<file path="src/rtl/multi_sync_filter.sv">
// multi_sync_filter
//   Brings NUM_CH asynchronous single-bit signals into the clk_clkin domain.
//   Each channel has a STAGES-deep synchroniser followed by a stability filter.
//   A new value must be seen on FILT_CYCLES consecutive qualified samples
//   (sample_en=1) before it is committed to level_out. Each commit also raises
//   a one-cycle rise/fall pulse.
//
// Ports
//   clk_clkin  in   destination-domain clock
//   reset_n    in   asynchronous active-low reset
//   sig_in     in   [NUM_CH] asynchronous inputs
//   sample_en  in   filter sample strobe (tie 1 to filter on every cycle)
//   level_out  out  [NUM_CH] filtered synchronised level
//   rise_out   out  [NUM_CH] one-cycle pulse on a committed 0->1 change
//   fall_out   out  [NUM_CH] one-cycle pulse on a committed 1->0 change
//   any_change out  OR of all rise_out and fall_out bits

// Per-channel synchroniser and filter.
module multi_sync_filter_lane #(
   parameter int unsigned STAGES      = 3,
   parameter int unsigned FILT_CYCLES = 4,
   parameter logic        RESET_VAL   = 1'b0
) (
   input  logic clk_i,
   input  logic rst_ni,
   input  logic sig_i,
   input  logic sample_en_i,
   output logic level_o,
   output logic rise_o,
   output logic fall_o
);

   localparam int unsigned      CW       = $clog2(FILT_CYCLES + 1);
   localparam logic [CW-1:0]    CNT_LAST = CW'(FILT_CYCLES - 1);

   // Pure flop chain: only the last stage fans out to the filter.
   (* ASYNC_REG = "TRUE" *) logic [STAGES-1:0] sync_q;

   logic          s;
   logic [CW-1:0] cnt_q, cnt_d;
   logic          lvl_q, lvl_d;
   logic          rise_q, rise_d;
   logic          fall_q, fall_d;

   always_ff @(posedge clk_i or negedge rst_ni) begin
      if (!rst_ni) sync_q <= {STAGES{RESET_VAL}};
      else         sync_q <= {sync_q[STAGES-2:0], sig_i};
   end

   assign s = sync_q[STAGES-1];

   // A qualified sample equal to the committed level restarts the count, so
   // only an unbroken run of differing samples can commit. Unqualified
   // cycles leave the count untouched.
   always_comb begin
      cnt_d  = cnt_q;
      lvl_d  = lvl_q;
      rise_d = 1'b0;
      fall_d = 1'b0;
      if (sample_en_i) begin
         if (s == lvl_q) begin
            cnt_d = '0;
         end else if (cnt_q == CNT_LAST) begin
            cnt_d  = '0;
            lvl_d  = s;
            rise_d = s;
            fall_d = ~s;
         end else begin
            cnt_d = cnt_q + 1'b1;
         end
      end
   end

   always_ff @(posedge clk_i or negedge rst_ni) begin
      if (!rst_ni) begin
         cnt_q  <= '0;
         lvl_q  <= RESET_VAL;
         rise_q <= 1'b0;
         fall_q <= 1'b0;
      end else begin
         cnt_q  <= cnt_d;
         lvl_q  <= lvl_d;
         rise_q <= rise_d;
         fall_q <= fall_d;
      end
   end

   assign level_o = lvl_q;
   assign rise_o  = rise_q;
   assign fall_o  = fall_q;

endmodule

module multi_sync_filter #(
   parameter int unsigned       NUM_CH      = 2,
   parameter int unsigned       STAGES      = 3,
   parameter int unsigned       FILT_CYCLES = 4,
   parameter logic [NUM_CH-1:0] RESET_VAL   = '0
) (
   input  logic              clk_clkin,
   input  logic              reset_n,
   input  logic [NUM_CH-1:0] sig_in,
   input  logic              sample_en,
   output logic [NUM_CH-1:0] level_out,
   output logic [NUM_CH-1:0] rise_out,
   output logic [NUM_CH-1:0] fall_out,
   output logic              any_change
);

   for (genvar g = 0; g < NUM_CH; g++) begin : g_ch
      multi_sync_filter_lane #(
         .STAGES      (STAGES),
         .FILT_CYCLES (FILT_CYCLES),
         .RESET_VAL   (RESET_VAL[g])
      ) u_lane (
         .clk_i       (clk_clkin),
         .rst_ni      (reset_n),
         .sig_i       (sig_in[g]),
         .sample_en_i (sample_en),
         .level_o     (level_out[g]),
         .rise_o      (rise_out[g]),
         .fall_o      (fall_out[g])
      );
   end

   assign any_change = |(rise_out | fall_out);

endmodule

</file>
<file path="config.mk">
export PLATFORM = sky130hd
export DESIGN_NAME = multi_sync_filter
export DESIGN_NICKNAME = d
export VERILOG_FILES = /design/src/rtl/multi_sync_filter.sv
export SDC_FILE = /design/constraint.sdc
export NUM_CORES = 1
export LEC_CHECK = 0
export CORE_AREA = 4 4 52 54
export DETAILED_ROUTE_END_ITERATION = 8
export DIE_AREA = 0 0 56 58
export PLACE_DENSITY_LB_ADDON = 0.05
export SLEW_MARGIN = 10
export SYNTH_ARGS = -nofsm -noshare
export SYNTH_HDL_FRONTEND = slang
export SYNTH_SLANG_ARGS = --single-unit
export TNS_END_PERCENT = 20
</file>
<file path="constraint.sdc">
create_clock -name clk_clkin -period 1.9 [get_ports clk_clkin]
set_clock_uncertainty 0.2 [all_clocks]
set_input_delay 0.285 -clock clk_clkin [delete_from_list [all_inputs] [get_ports clk_clkin]]
set_output_delay 0.285 -clock clk_clkin [all_outputs]
set_load 0.03 [all_outputs]
</file>
Word level (Yosys, flattened, before mapping)
Cells that the tools add are included.
{"block": "totals", "regBits": 18, "output_inout_bits": 7, "wordCells": 40}
{"block": "classes", "n_mux": 16, "n_eq_ne": 4, "n_addsub": 2, "reduce_logical": 3, "bitwise_logic": 5}
{"cell": "$mux W1", "n": 12}
{"cell": "$mux W3", "n": 4}
{"cell": "$add A3 B1 Y3 const B", "n": 2}
{"cell": "$eq A3 B2 Y1 const B", "n": 2}
{"cell": "$reduce_and A3 Y1", "n": 2}
{"cell": "$not A1 Y1", "n": 4}
{"cell": "$eq A1 B1 Y1", "n": 2}
{"cell": "$or A2 B2 Y2", "n": 1}
{"cell": "$reduce_or A2 Y1", "n": 1}

Logic depth before layout (Yosys ltp)
Gate-level depths: netlist of run 1.
{"block": "depth", "word_depth": 4, "depth_mapped": 3, "depth_no_buf": 3}

Hierarchy
Synthesis of run 1 repeated with hierarchy kept, for this count alone.
{"block": "hier_totals", "hier_cells": 51, "hier_area_um2": 700.7}
{"module": "multi_sync_filter_lane", "instances": 2, "seq_area_each_um2": 225.2, "cells_each": 25, "area_per_inst_um2": 346.6}
{"module": "multi_sync_filter", "instances": 1, "seq_area_each_um2": 0.0, "cells_each": 1, "area_per_inst_um2": 7.5}

Worst setup path before layout of run 1
No wires, ideal clock.
{"block": "synth_path", "path_type": "flip-flop to output port", "startpoint": "register g_ch[0].u_lane.fall_q", "endpoint": "output any_change", "path_slack_ns": 0.381, "required_ns": 1.415, "path_stages_with_launch": 2, "t_arrival_ns": 1.034, "path_cell_list": "dfrtp_1 or4_1"}
{"block": "synth_between", "elab_chain_len": 2}
{"element": "start: declaration", "line_no": "43", "rtl": "logic fall_q, fall_d;"}
{"element": "start signal: assignment", "line_no": "84", "rtl": "fall_q <= fall_d;"}
{"element": "$or A2 B2 Y2", "line_no": "126", "rtl": "assign any_change = |(rise_out | fall_out);"}
{"element": "$reduce_or A2 Y1", "line_no": "126"}
{"element": "end: declaration", "line_no": "107", "rtl": "output logic any_change"}
No other way between the ends.

Worst setup path after layout of run 1
Same ends and word-level chain as after synthesis.

==> reports/results.tsv, run 1 <==
metric	value	unit
status	finished, final reports clean	
worstPathMaxFanout	2	
max_freq	0.543	GHz
cts_inserted_buffers	3	
syn2layout_area_growth	19.1	%
powerDensity	1200	mW/mm^2
vias_per_cell	4.38	
multiInputGateArea	236	sq um
crit_arrival	1.36	ns
grtUsageTotal	7.12	%
seqCellArea	450	sq um
cts.path.max_buffers	2	
worstPathCellList	or4_1 -> buf_2	
synth_nets	65	
drcViolationCount	0	
drt-total-wl	1010	um
place_inst	92	
post-cts-setup-buffer-count	0	
first_pass_iters	4	
row_count	17	
fin_ws	0.0574	ns
grt_pass1_vias	400	
drive_above_1_share	14.7	%
rsz0062_at_grt	no	
final_common_cell	dfrtp_1	
drt_iter0_drc	3	
grt_pass1_wl	1730	um
cts_tree	yes	
htree_num_levels	1	
dp.final_hpwl	743	um
holdBufCountCts	0	
period_minus_slack	1.84	ns
die_area	0.00325	sq mm
slew_headroom	79.3	%
synth.distinct_cells	18	
grt_max_degree	19	
vias	420	
portBuffers	11	
hold_slack	0.112	ns
r2r-start	g_ch[0].u_lane.cnt_q[0]$_DFFE_PN0P_	
hold_class	primary input to asynchronous set/reset pin	
grt_antenna_before_repair	0	
drv_slew	0	
fillers	227	
avgSynthCellArea	13.1	sq um
initial_core_util	34.3	%
p_total	0.00108	W
worstRegToRegCells	3	
ys_top_cells_by_area	dfrtp_1, buf_4, nand2b_1	
clk_pin_slew_worst_paths	0.10	ns
clock_latency	0.29	ns
start_kind	flop	
yosys_warnings	0	
rrSetupSlack	0.50	ns
synth_top_area_cell	dfrtp_1	
yosys_register_bits	18	
num_antenna_cells	0	
finalNonFillerCells	96	
worstPathRequired	1.41	ns
post-route-period-util	97.0	%
ir_drop	0.709	mV
place_congestion	0.589	
clock-sinks	18	
finalSetupViolCount	0	
max_stage_delay	0.50	ns
hold_viol	0	
dp_slack	-0.0497	ns
cp-end-kind	output port	
syn_area	758	sq um
die_x	56	um
rr_endpoint	g_ch[0].u_lane.level_o$_DFFE_PN0P_	
worst_pin_slew	0.308	ns
drv_cap	0	
core_area	0.00221	sq mm
layout_common_cells	dfrtp_1, clkdlybuf4s50_1, nand2b_1	
grt-ovfl-total	0	
nets	76	
critical_path_class	flop to output port	
ios	12	
die-height	58	um
synth_cells	58	
cts-root-buf	clkbuf_4	
slowest_stage	or4_1	
wl_per_cell	10.5	um
final_util	40.8	%
yosys.area.top_type_share	59.4	%
yosysSeqAreaShare	59.4	%
power_leakage	0.417	nW
final_antenna_net_count	0	
==> through the flow <==
step                instance area, sq um  TNS, ns
detailed placement                   875  -0.0497
global route                         903        0
finish                               903        0
floorplan                            758        0
global placement                     875  -0.0359
CTS                                  903        0
==> worst max-delay path by stage <==
stage                               startpoint  slack [ns]  depth (start not counted)          to
2_1_floorplan  g_ch[0].u_lane.fall_o$_DFF_PN0_        0.38                          1  any_change
3_3_place_gp   g_ch[0].u_lane.fall_o$_DFF_PN0_       -0.04                          2  any_change
3_5_place_dp   g_ch[0].u_lane.fall_o$_DFF_PN0_       -0.05                          2  any_change
4_1_cts        g_ch[0].u_lane.fall_o$_DFF_PN0_        0.04                          2  any_change
5_1_grt        g_ch[0].u_lane.fall_o$_DFF_PN0_        0.02                          2  any_change
6_report       g_ch[0].u_lane.fall_o$_DFF_PN0_        0.06                          2  any_change
==> critical path: cells and delay by family (launching register included) <==
family                 cells  cell delay (ns)
buffers and inverters      1             0.19
flip-flops                 1             0.39
AND/OR/NAND/NOR            1             0.50
==> registers in the layout (all words and copies together), names as in the netlist <==
signal,count
g_ch.u_lane.cnt_q,6
g_ch.u_lane.fall_o,2
g_ch.u_lane.level_o,2
g_ch.u_lane.rise_o,2
g_ch.u_lane.sync_q,6
==> timing repair <==
action / CTS / global route
gates resized for setup: 7 / 0
setup endpoints to repair: 3 / 0
endpoints found under the hold margin: 0 / 0
==> layout make-up <==
cell class / count / share of cell area (%)
Inverter: 4 / 1.66
Multi-Input combinational cell: 29 / 26.2
Sequential cell: 18 / 49.9
Clock buffer: 4 / 4.02
Timing Repair Buffer: 13 / 14.4
Tap cell: 28 / 3.88
==> synth_stat cells <==
library cell / count
dfrtp_1: 18
buf_4: 6
nand2b_1: 6
inv_1: 4
nor3b_1: 4
ha_1: 2
nand2_1: 2
nor2b_1: 2
o22ai_1: 2
o31ai_1: 2
o32ai_1: 2
xnor2_1: 2
buf_6: 1
mux2_2: 1
mux2_4: 1
nand3b_1: 1
nand3b_4: 1
or4_1: 1
==> cells by family after synthesis <==
kind of cell	Yosys count	synth area share [%]
AO/OA/AOI/OAI	6	5.94
adder cells (fa/ha/maj)	2	3.30
buffers and inverters	11	9.40
multiplexers	2	3.46
XOR/XNOR	2	2.31
flip-flops	18	59.4
AND/OR/NAND/NOR	17	16.2
==> layer usage <==
| layer | vias up | wire length (um) | GRT usage [%] |
|---|---|---|---|
| met5 | - | 0 | 0 |
| met4 | 0 | 17 | 3.05 |
| met3 | 2 | 108 | 5.12 |
| met2 | 15 | 420 | 10.7 |
| met1 | 193 | 462 | 7.69 |
| li1 | 210 | - | - |
==> where the power goes <==
group,internal [W],switching [W]
clock network,0.000117,0.000109
registers,0.000467,0.0000690
logic,0.000162,0.000158
total,0.000745,0.000337
Power figures use the tool's default switching activity.
==> run 2, diff against run 1 <==
--- a/config.mk
+++ b/config.mk
@@ -9,6 +9,7 @@
 export DETAILED_ROUTE_END_ITERATION = 8
 export DIE_AREA = 0 0 56 58
 export PLACE_DENSITY_LB_ADDON = 0.05
+export SKIP_LAST_GASP = 1
 export SLEW_MARGIN = 10
 export SYNTH_ARGS = -nofsm -noshare
 export SYNTH_HDL_FRONTEND = slang
==> reports/results.tsv, run 2 (synthesis gave the netlist of run 1 again) <==
metric	value	unit	change
status	finished, final reports clean		
cts.path.max_buffers	2		unchanged
worstRegToRegCells	3		unchanged
slowest_stage	clkdlybuf4s50_1		
post-route-period-util	99.5	%	+2.5 points
clk_pin_slew_worst_paths	0.10	ns	about the same
syn2layout_area_growth	19.8	%	
clock_latency	0.29	ns	about the same
p_seq_share	48.9	%	-0.6 points
vias	420		unchanged
rrSetupSlack	0.50	ns	about the same
sw_frac_of_total	30.8	%	-0.29 points
drive_above_1_share	14.7	%	unchanged
row_count	17		unchanged
wl_per_cell	10.5	um	about the same
die_x	56	um	unchanged
place_congestion	0.589		unchanged
period_minus_slack	1.89	ns	+0.0475 ns
grt_pass1_vias	400		unchanged
ios	12		unchanged
grtUsageTotal	7.12	%	unchanged
p_comb_share	30.4	%	+0.8 points
start_kind	flop		
grt_pass1_wl	1730	um	unchanged
die_area	0.00325	sq mm	unchanged
critical_path_class	flop to output port		
max_freq	0.529	GHz	-2.5%
hold_class	primary input to asynchronous set/reset pin		
slew_headroom	78.7	%	-0.60 points
nets	76		unchanged
drt_iter0_drc	3		unchanged
die-height	58	um	unchanged
cts_inserted_buffers	3		unchanged
drt-total-wl	1010	um	about the same
final_common_cell	dfrtp_1		
worstPathRequired	1.41	ns	about the same
cts-root-buf	clkbuf_4		
fin_setup_tns	0	ns	unchanged
reg_top3	g_ch.u_lane.cnt_q: 6 flops, g_ch.u_lane.sync_q: 6 flops		
drv_slew	0		unchanged
max_stage_delay	0.69	ns	+0.19 ns
cts_tree	yes		
grt_max_degree	19		unchanged
worst_pin_slew	0.318	ns	+0.0107 ns
clock-sinks	18		unchanged
grt_antenna_before_repair	0		unchanged
holdBufCountCts	0		unchanged
htree_num_levels	1		unchanged
layout_common_cells	dfrtp_1, clkdlybuf4s50_1, nand2b_1		
core_area	0.00221	sq mm	unchanged
critPathTopFamily	buffers and inverters		
crit_arrival	1.41	ns	+0.05 ns
portBuffers	11		unchanged
rr_endpoint	g_ch[0].u_lane.level_o$_DFFE_PN0P_		
grt-ovfl-total	0		unchanged
power_leakage	0.425	nW	+1.8%
switching_power	0.000338	W	+0.32%
cp_num_buf_inv	1		unchanged
r2r-start	g_ch[0].u_lane.cnt_q[0]$_DFFE_PN0P_		
cp-end-kind	output port		
worstPathCellList	clkdlybuf4s50_1		
hold_slack	0.112	ns	+0.0000170 ns
drcViolationCount	0		unchanged
rsz0062_at_grt	yes		
drv_cap	0		unchanged
worstPathMaxFanout	5		+3
ir_drop	0.710	mV	+0.23%
dp.final_hpwl	743	um	unchanged
final_antenna_net_count	0		unchanged
powerDensity	1210	mW/mm^2	+0.71%
clkPwrFrac	20.6	%	-0.3 points
fillers	226		-0.44%
num_antenna_cells	0		unchanged
finalSetupViolCount	0		unchanged
p_int	0.000758	W	+1.7%
vias_per_cell	4.38		unchanged
first_pass_iters	4		unchanged
hold_viol	0		unchanged
initial_core_util	34.3	%	unchanged
## run 2: cell types whose count changed in the layout (fill, tap and decap cells not counted)
cell             delta
clkdlybuf4s50_1     +1
dlygate4sd2_1       -2
dlymetal6s2s_1      +1
## run 2: per-stage QoR
step	utilization (%)	cell area, sq um	total power [W]	worst slack (ns)	instances
floorplan	-	758	0.000807	0.381	58
detailed placement	39.5	875	0.000889	-0.0497	92
global route	41.1	908	0.00118	-0.0458	96
global placement	39.5	875	0.000884	-0.0359	92
CTS	41.0	906	0.00112	-0.0189	96
finish	41.1	908	0.00110	0.00995	96
## run 2: how the worst max path moves through the flow
stage / cells past startpoint / endpoint / slack, ns / startpoint
3_3_place_gp: 2 / any_change / -0.04 / g_ch[0].u_lane.fall_o$_DFF_PN0_
6_report: 1 / level_out[0] / 0.01 / g_ch[0].u_lane.level_o$_DFFE_PN0P_
5_1_grt: 1 / level_out[0] / -0.05 / g_ch[0].u_lane.level_o$_DFFE_PN0P_
4_1_cts: 1 / level_out[1] / -0.02 / g_ch[1].u_lane.level_o$_DFFE_PN0P_
3_5_place_dp: 2 / any_change / -0.05 / g_ch[0].u_lane.fall_o$_DFF_PN0_
2_1_floorplan: 1 / any_change / 0.38 / g_ch[0].u_lane.fall_o$_DFF_PN0_
## run 2: power groups by stage
stage	combinational [W]	clock, W	sequential [W]
6_report	0.000334	0.000226	0.000536
5_1_grt	0.000371	0.000259	0.000551
4_1_cts	0.000342	0.000241	0.000537
3_5_place_dp	0.000343	0	0.000545
3_3_place_gp	0.000339	0	0.000544
2_1_floorplan	0.000277	0	0.000530
## run 2: routing by layer
metal | vias to the layer above | global-route usage (%) | share of wire, %
li1 | 210 | - | -
met1 | 193 | 7.69 | 46
met2 | 15 | 10.7 | 42
met3 | 2 | 5.12 | 10
met4 | 0 | 3.05 | 1.7
met5 | - | 0 | 0
## run 2: final cells by class
class,count,area (sq um),share of cell area [%]
timing repair buffer,13,135,14.9
clock buffer,4,36.3,3.99
sequential,18,450,49.6
multi-input combinational,29,236,26.0
tap,28,35.0,3.86
inverter,4,15.0,1.65
## run 2: what timing repair did
action | in CTS | in global routing
endpoints found under the setup margin | 3 | 2
gates resized for setup | 5 | 1
pin swaps | 0 | 0
setup buffers | 0 | 0
